==> config.mk <==
export PLATFORM = sky130hd
export DESIGN_NAME = ins_cache_multiline
export DESIGN_NICKNAME = d
export VERILOG_FILES = /design/src/rtl/ins_cache_multiline.sv
export SDC_FILE = /design/constraint.sdc
export NUM_CORES = 1
export LEC_CHECK = 0
export CORE_ASPECT_RATIO = 2
export CORE_UTILIZATION = 40
export CTS_CLUSTER_SIZE = 10
export DETAILED_ROUTE_END_ITERATION = 10
export DONT_BUFFER_PORTS = 1
export PLACE_DENSITY = 0.54
export SYNTH_ARGS = -nofsm -noshare
export SYNTH_HDL_FRONTEND = slang
export SYNTH_SLANG_ARGS = --single-unit
export TNS_END_PERCENT = 1
==> constraint.sdc <==
create_clock -name clock -period 3.7 [get_ports clock]
set_clock_uncertainty 0.1 [all_clocks]
set_input_delay 0.37 -clock clock [delete_from_list [all_inputs] [get_ports clock]]
set_output_delay 0.37 -clock clock [all_outputs]
set_load 0.01 [all_outputs]
==> src/rtl/ins_cache_multiline.sv <==
// Direct-mapped multi-line instruction cache between fetch and instruction memory.
// Hits return combinationally; a miss stalls fetch and refills a whole line over req/ack.
module ins_cache_multiline #(
  parameter int unsigned dataW     = 32,
  parameter int unsigned LineWords = 8,
  parameter int unsigned Lines     = 4
) (
  input  logic             clock,
  input  logic             reset,
  input  logic [dataW-1:0] ProgAddr,
  input  logic             Flush,
  input  logic [dataW-1:0] InsReadInp,
  input  logic             InsReadAck,
  output logic             InsReadReq,
  output logic [dataW-1:0] InsCacheReadAddr,
  output logic             InsCacheStall,
  output logic [dataW-1:0] OutputIns
);

  localparam int unsigned OB     = $clog2(LineWords);
  localparam int unsigned IB     = $clog2(Lines);
  localparam int unsigned IdxW   = (IB > 0) ? IB : 1;
  localparam int unsigned TagLsb = OB + IB + 2;
  localparam int unsigned TagW   = dataW - TagLsb;

  typedef enum logic {
    IDLE,
    REFILL
  } stateT;

  stateT             state;
  stateT             stateNext;
  logic [OB-1:0]     count;
  logic [OB-1:0]     countNext;
  logic [OB-1:0]     countInc;
  logic [dataW-1:0]  refillBase;
  logic [dataW-1:0]  baseNext;
  logic [dataW-1:0]  lineBase;
  logic              reqNext;
  logic [dataW-1:0]  addrNext;
  logic              startRefill;
  logic              wordWe;
  logic              lineDone;
  logic              lineHit;

  logic [Lines-1:0]  valid;
  logic [TagW-1:0]   tagMem  [Lines];
  logic [dataW-1:0]  dataMem [Lines][LineWords];

  logic [OB-1:0]     reqWord;
  logic [IdxW-1:0]   reqIdx;
  logic [TagW-1:0]   reqTag;
  logic [IdxW-1:0]   refillIdx;
  logic [TagW-1:0]   refillTag;
  logic              unusedByteBits;

  // Address split for the current fetch and for the latched refill line
  assign reqWord        = ProgAddr[OB+1:2];
  assign reqTag         = ProgAddr[dataW-1:TagLsb];
  assign refillTag      = refillBase[dataW-1:TagLsb];
  assign unusedByteBits = ^ProgAddr[1:0];

  generate
    if (IB > 0) begin : gIdx
      assign reqIdx    = ProgAddr[TagLsb-1:OB+2];
      assign refillIdx = refillBase[TagLsb-1:OB+2];
    end else begin : gNoIdx
      assign reqIdx    = '0;
      assign refillIdx = '0;
    end
  endgenerate

  assign lineBase = ProgAddr & ~dataW'(LineWords * 4 - 1);
  assign countInc = count + OB'(1);

  // Lookup is only trusted while no refill is in flight
  assign lineHit       = (state == IDLE) && valid[reqIdx] && (tagMem[reqIdx] == reqTag);
  assign InsCacheStall = !lineHit;
  assign OutputIns     = lineHit ? dataMem[reqIdx][reqWord] : '0;

  // Next-state and registered-output logic; Flush overrides everything
  always_comb begin
    stateNext   = state;
    countNext   = count;
    baseNext    = refillBase;
    reqNext     = InsReadReq;
    addrNext    = InsCacheReadAddr;
    startRefill = 1'b0;
    wordWe      = 1'b0;
    lineDone    = 1'b0;
    if (Flush) begin
      stateNext = IDLE;
      reqNext   = 1'b0;
    end else begin
      case (state)
        IDLE: begin
          if (!lineHit) begin
            stateNext   = REFILL;
            startRefill = 1'b1;
            countNext   = '0;
            baseNext    = lineBase;
            reqNext     = 1'b1;
            addrNext    = lineBase;
          end
        end
        REFILL: begin
          if (InsReadAck) begin
            wordWe    = 1'b1;
            countNext = countInc;
            if (count == OB'(LineWords - 1)) begin
              lineDone  = 1'b1;
              stateNext = IDLE;
              reqNext   = 1'b0;
            end else begin
              addrNext = refillBase | dataW'({countInc, 2'b00});
            end
          end
        end
        default: stateNext = IDLE;
      endcase
    end
  end

  always_ff @(posedge clock or negedge reset) begin
    if (!reset) begin
      state            <= IDLE;
      count            <= '0;
      refillBase       <= '0;
      InsReadReq       <= 1'b0;
      InsCacheReadAddr <= '0;
      valid            <= '0;
    end else begin
      state            <= stateNext;
      count            <= countNext;
      refillBase       <= baseNext;
      InsReadReq       <= reqNext;
      InsCacheReadAddr <= addrNext;
      if (Flush) begin
        valid <= '0;
      end else if (startRefill) begin
        valid[reqIdx] <= 1'b0;
      end else if (lineDone) begin
        valid[refillIdx] <= 1'b1;
      end
    end
  end

  // Line storage is deliberately left out of reset
  always_ff @(posedge clock) begin
    if (wordWe) begin
      dataMem[refillIdx][count] <= InsReadInp;
    end
    if (lineDone) begin
      tagMem[refillIdx] <= refillTag;
    end
  end

endmodule

==> results.txt, run 1 <==
Synth cell types -> 46
DP Cell Count -> 3455
worst r2r src -> tagMem[3][23]
clock slew at reported path FFs -> 0.06 ns
CP required -> 3.23 ns
Mapped Area -> 46000 um2
fin area -> 53200 um2
Min Clock Period, post-route -> 3.60 ns
Initial Util -> 0.404
Synth Instances -> 1955
FF-to-FF setup slack -> 0.72 ns
Pre-antenna DRT Iters -> 5
Sink Count -> 1190
CP arrival -> 3.13 ns
critical-path cell list -> mux4_2 > xnor2_2 > nand4_1 > nor4b_4 > nand3_4 > buf_12 > nor2_1 > buf_4
row cnt -> 175
Worst path max stage delay -> 0.52 ns
largest net degree at the start of global routing -> 290
Post-synth top flop -> edfxtp_1
wire per inst -> 30.2 um
Synth Register Bits -> 1190
Final setup viols -> 0
FF-to-FF path depth -> 9
Worst setup EP type -> output pin
total grt overflow -> 0
CP startpoint -> tagMem[3][23]
Worst path slowest cell -> mux4_2
all-layer global routing usage -> 0.196
register area share after synthesis -> 0.770
number of vias per cell -> 5.69
antenna violations before repair -> 1
die width -> 242 um
CTS tree -> yes
outcome -> finished clean
Root Buffer -> clkbuf_16
M1 GR Usage -> 0.243
number of routed nets with antenna violations -> 0
Ports -> 134
Post-DP HPWL -> 56.6 mm
Syn-to-layout area delta -> 15.8%
Pwr per Cell Area -> 531 nW/um2
Final Cycle Share -> 0.973
area of the die -> 116000 um2
Slew headroom -> 0.249
Setup WS pre-CTS -> 0.427 ns
met3 usage -> 0.0346
fin nets -> 2226
Fin. Hold Viols -> 0
Die Height -> 481 um
Synthesis Warnings -> 0
RR Endpoint -> InsReadReq
vias in the first global route -> 22883
M2 GR Usage -> 0.350
Final Non-Filler Cells -> 3697
total CTS buffers -> 137
CTS max path bufs -> 3
number of flops mapped to enable cells by yosys -> 1124
1st-iter DRT viols -> 1588
top cell type's share of synthesized area -> 0.734
DR vias -> 21049
measured slew at the worst slew-check pin -> 1.12 ns
H-tree lvl count -> 4
worst setup path class -> register to output pin
Worst VDD drop -> 0.457 mV
commonest non-fill, non-tap cell in the layout -> edfxtp_1
most frequent cells in the layout -> edfxtp_1 (1124), mux4_2 (341), clkbuf_16 (140), buf_4 (74), dfrtp_1 (65)
Post-Route WL -> 112 mm
layout cells sized above 1 -> 0.323
area leader, netlist -> edfxtp_1
Leakage -> 16.8 nW
Slew Viols, Final -> 0
post-placement cell area -> 48700 um2
Remaining DRCs -> 0
max frequency -> 0.278 GHz
Max Cap Viol -> 0
PortBufs -> 0
asr flop ratio synth -> 0.0555
gr busiest metal -> met2
Finished Core Util -> 0.468
Final Wtd Congestion -> 0.746
Hold Crit Class -> input port to asynchronous set/reset pin
Final WS setup -> 0.0987 ns
RSZ-0062 raised after global routing -> true
Clock Latency Late Sink -> 0.75 ns
Worst Path Max Fanout -> 37
crit path launch type -> register
first-pass GRT wire length -> 162 mm
core area -> 114000 um2
synth top area cells -> edfxtp_1 (73%), mux4_2 (17%), dfrtp_1 (3.6%), mux2_2 (1.2%), mux2i_1 (0.83%)
syn avg cell area -> 23.5 um2
==> per-stage QoR <==
stage / power, mW / TNS [ns] / hold WS, ns
finish: 28.2 / 0 / 0.0594
global route: 29.0 / -0.575 / 0.0701
CTS: 28.5 / -0.288 / 0.00458
detailed placement: 16.4 / 0 / -0.0242
global placement: 16.3 / 0 / -0.0243
floorplan: 16.2 / 0 / -0.0256
==> cell type report <==
cell class | count | area (um2)
fill | 9367 | 60600
multi-input combinational | 650 | 10400
sequential | 1190 | 35400
inverter | 14 | 52.6
tap | 1504 | 1880
clock buffer | 160 | 3580
timing repair buffer | 163 | 1710
clock inverter | 15 | 203
antenna | 1 | 2.50
==> synth_stat cells, types with 7 or more instances <==
master / count
mux2i_1: 38
mux4_2: 341
buf_1: 12
edfxtp_1: 1124
nand3_1: 7
dfrtp_1: 66
o21ai_0: 9
nor2_1: 82
buf_2: 28
inv_1: 14
clkbuf_1: 56
xnor2_1: 20
mux2_1: 21
nand2_1: 19
mux2_4: 10
mux2_2: 50
a21oi_1: 7
==> per-layer routing <==
metal  up-vias  wire [um]
li1       8613          -
met1     11634      43800
met2       634      59900
met3       168       5400
met4         0       2480
met5         -          0
==> logic make-up after synthesis <==
kind of cell,share of synthesized area
AO/OA/AOI/OAI,0.00572
buffers and inverters,0.0109
flip-flops,0.770
multiplexers,0.196
XOR/XNOR,0.00419
AND/OR/NAND/NOR,0.0124
other,0.0000816
adder cells (fa/ha/maj),0.000544
==> state kept, by name, summed over array words and instances, names as in the netlist <==
signal            flops
tagMem              100
valid                 4
count                 3
InsCacheReadAddr     30
dataMem            1024
refillBase           27
InsReadReq            1
state                 1
==> report_power, final <==
group          total, mW  internal [mW]  switching, mW
sequential          15.1           15.0          0.167
combinational       1.19          0.637          0.555
clock               11.9           6.81           5.13
==> worst max-delay path: cells and delay by family, from the launching register on <==
kind	cells	cell delay (ns)
AND/OR/NAND/NOR	4	0.93
flip-flops	1	0.35
multiplexers	1	0.52
buffers and inverters	2	0.35
XOR/XNOR	1	0.18
==> how the worst max path moves through the flow <==
stage                     to  slack, ns  cells past startpoint
2_1_floorplan  OutputIns[25]       0.38                      9
3_3_place_gp    OutputIns[2]       0.40                      8
3_5_place_dp    OutputIns[2]       0.43                      8
4_1_cts        OutputIns[14]      -0.05                      8
5_1_grt        OutputIns[14]      -0.06                      8
6_report       OutputIns[14]        0.1                      8
==> timing repair <==
| item | 4_1_cts | 5_1_grt |
|---|---|---|
| hold buffers | 65 | 0 |
| gates resized for setup | 4 | 7 |
| setup endpoints to repair | 27 | 32 |
| buffers inserted | 0 | 1 |
| pin swaps | 2 | 3 |
| hold endpoints to repair | 1156 | 0 |
(Power assumes the default switching activity.)
==> run 2, diff against run 1 <==
--- a/config.mk
+++ b/config.mk
@@ -7,7 +7,7 @@
 export LEC_CHECK = 0
 export CORE_ASPECT_RATIO = 2
 export CORE_UTILIZATION = 40
-export CTS_CLUSTER_SIZE = 10
+export CTS_CLUSTER_SIZE = 14
 export DETAILED_ROUTE_END_ITERATION = 10
 export DONT_BUFFER_PORTS = 1
 export PLACE_DENSITY = 0.54
==> run 2 against run 1 <==
Compared with the run above: first-iteration DRC count rose by 10%; final cell count rose by 0.24%; register-to-register slack got worse by 0.12 ns; clock power fell by 13%; largest cell class unchanged.
==> results.txt, run 2 (same netlist as run 1, synthesis figures left out) <==
Clk pwr share -> 0.387
Max Cap Viol -> 0
area of the die -> 116000 um2
Slew Viols, Final -> 0
Worst path slowest cell -> mux4_2
Pre-antenna DRT Iters -> 5
Syn-to-layout area delta -> 14.4%
Ports -> 134
H-tree lvl count -> 3
outcome -> finished clean
Top reg by flops -> dataMem
CTS tree -> yes
Final setup viols -> 0
Storage cell area -> 35400 um2
Worst setup EP type -> output pin
post-placement cell area -> 48700 um2
Final Non-Filler Cells -> 3706
clock slew at reported path FFs -> 0.06 ns
net switching power -> 5.47 mW
layout cells sized above 1 -> 0.314
Die Height -> 481 um
total grt overflow -> 0
vias in the first global route -> 22358
RSZ-0062 raised after global routing -> true
row cnt -> 175
Worst path max stage delay -> 0.48 ns
Min Clock Period, post-route -> 3.58 ns
Hold Crit Class -> input port to asynchronous set/reset pin
Sink Count -> 1190
Remaining DRCs -> 0
commonest non-fill, non-tap cell in the layout -> edfxtp_1
DR vias -> 20899
crit path launch type -> register
measured slew at the worst slew-check pin -> 1.14 ns
total CTS buffers -> 104
Worst VDD drop -> 0.398 mV
Final Wtd Congestion -> 0.746
Clock Latency Late Sink -> 0.71 ns
worst setup path class -> register to output pin
Largest register FFs -> 1024
most frequent cells in the layout -> edfxtp_1 (1124), mux4_2 (341), clkbuf_16 (104), buf_4 (75), dfrtp_1 (65)
Worst Path Max Fanout -> 37
fin nets -> 2194
CP arrival -> 3.11 ns
wire per inst -> 29.8 um
CP delay by family, top -> simple AND/OR/NAND/NOR gates
DP Cell Count -> 3455
max frequency -> 0.279 GHz
1st-iter DRT viols -> 1751
sw frac -> 0.206
Slew headroom -> 0.236
number of vias per cell -> 5.64
internal cell power -> 21.1 mW
biggest regs -> dataMem: 1024 flops, tagMem: 100 flops, InsCacheReadAddr: 30 flops
die width -> 242 um
Total Power -> 26.6 mW
first-pass GRT wire length -> 160 mm
Finished Core Util -> 0.462
Pwr per Cell Area -> 505 nW/um2
number of routed nets with antenna violations -> 0
Fin. Hold Viols -> 0
CTS max path bufs -> 3
CP required -> 3.23 ns
antenna violations before repair -> 12
Final Cycle Share -> 0.968
fin area -> 52600 um2
Root Buffer -> clkbuf_16
largest net degree at the start of global routing -> 290
area of the multi-input gates -> 10400 um2
Fillers -> 9455
CP bufs+invs -> 2
Post-Route WL -> 110 mm
sequential share of power -> 0.568
core area -> 114000 um2
Post-DP HPWL -> 56.6 mm
Initial Util -> 0.404
all-layer global routing usage -> 0.193
Comb pwr share -> 0.045
critical-path cell list -> mux4_2 > xnor2_1 > o311ai_2 > nor4_4 > nand3_4 > buf_12 > nor2_1 > buf_4
PortBufs -> 0
Leakage -> 16.5 nW
[run 2: cell types whose count changed in the layout (fill, tap and decap cells not counted), moves of 8 or more]
cell	previous run	this run
clkbuf_1	20	28
clkbuf_16	140	104
clkinv_1	0	17
clkinv_2	3	15
[run 2: layout make-up]
type,instances,share of cell area
Clock buffer,136,0.0525
Clock inverter,43,0.00704
Timing Repair Buffer,164,0.0327
Antenna cell,5,0.000238
Tap cell,1504,0.0358
Sequential cell,1190,0.673
Multi-Input combinational cell,650,0.198
Inverter,14,0.000999
[run 2: final timing paths]
check,start,end,slack [ns],depth (start not counted)
max,tagMem[2][16],OutputIns[8],0.12,8
min,reset,InsCacheReadAddr[20],0.16,2
max reg2reg,tagMem[3][18],InsCacheReadAddr[29],0.60,9
min reg2reg,refillBase[14],tagMem[2][7],0.45,0
max in group asynchronous,reset,state,3.06,2
min in group clock,ProgAddr[13],refillBase[13],0.27,2
[run 2: metrics by stage]
step / setup TNS, ns / setup WS (ns) / hold slack (ns)
after floorplan: 0 / 0.381 / -0.0256
after global placement: 0 / 0.400 / -0.0243
after detailed placement: 0 / 0.427 / -0.0242
after CTS: -0.113 / -0.0314 / 0.0280
after global routing: -0.144 / -0.0284 / -0.0387
final: 0 / 0.119 / 0.159
[run 2: power groups by stage]
stage	clock (mW)	combinational (mW)	sequential, mW
after global routing	11.0	1.27	15.1
after detailed placement	0	0.962	15.4
after floorplan	0	0.893	15.3
after CTS	10.5	1.20	15.1
after global placement	0	0.954	15.4
final	10.3	1.19	15.1
[run 2: repair_timing]
action                                 4_1_cts  5_1_grt
pin swaps                                    2        4
setup buffers                                1        1
hold buffers                                65        0
setup endpoints to repair                   25       31
endpoints found under the hold margin     1155        0
resized for setup                            4        7
[run 2: metal layers]
layer / up-vias / part of all wire / track usage
met5: - / 0.00050 / 0
met4: 8 / 0.025 / 0.0590
met2: 651 / 0.54 / 0.343
li1: 8589 / - / -
met1: 11482 / 0.38 / 0.239
met3: 169 / 0.056 / 0.0364
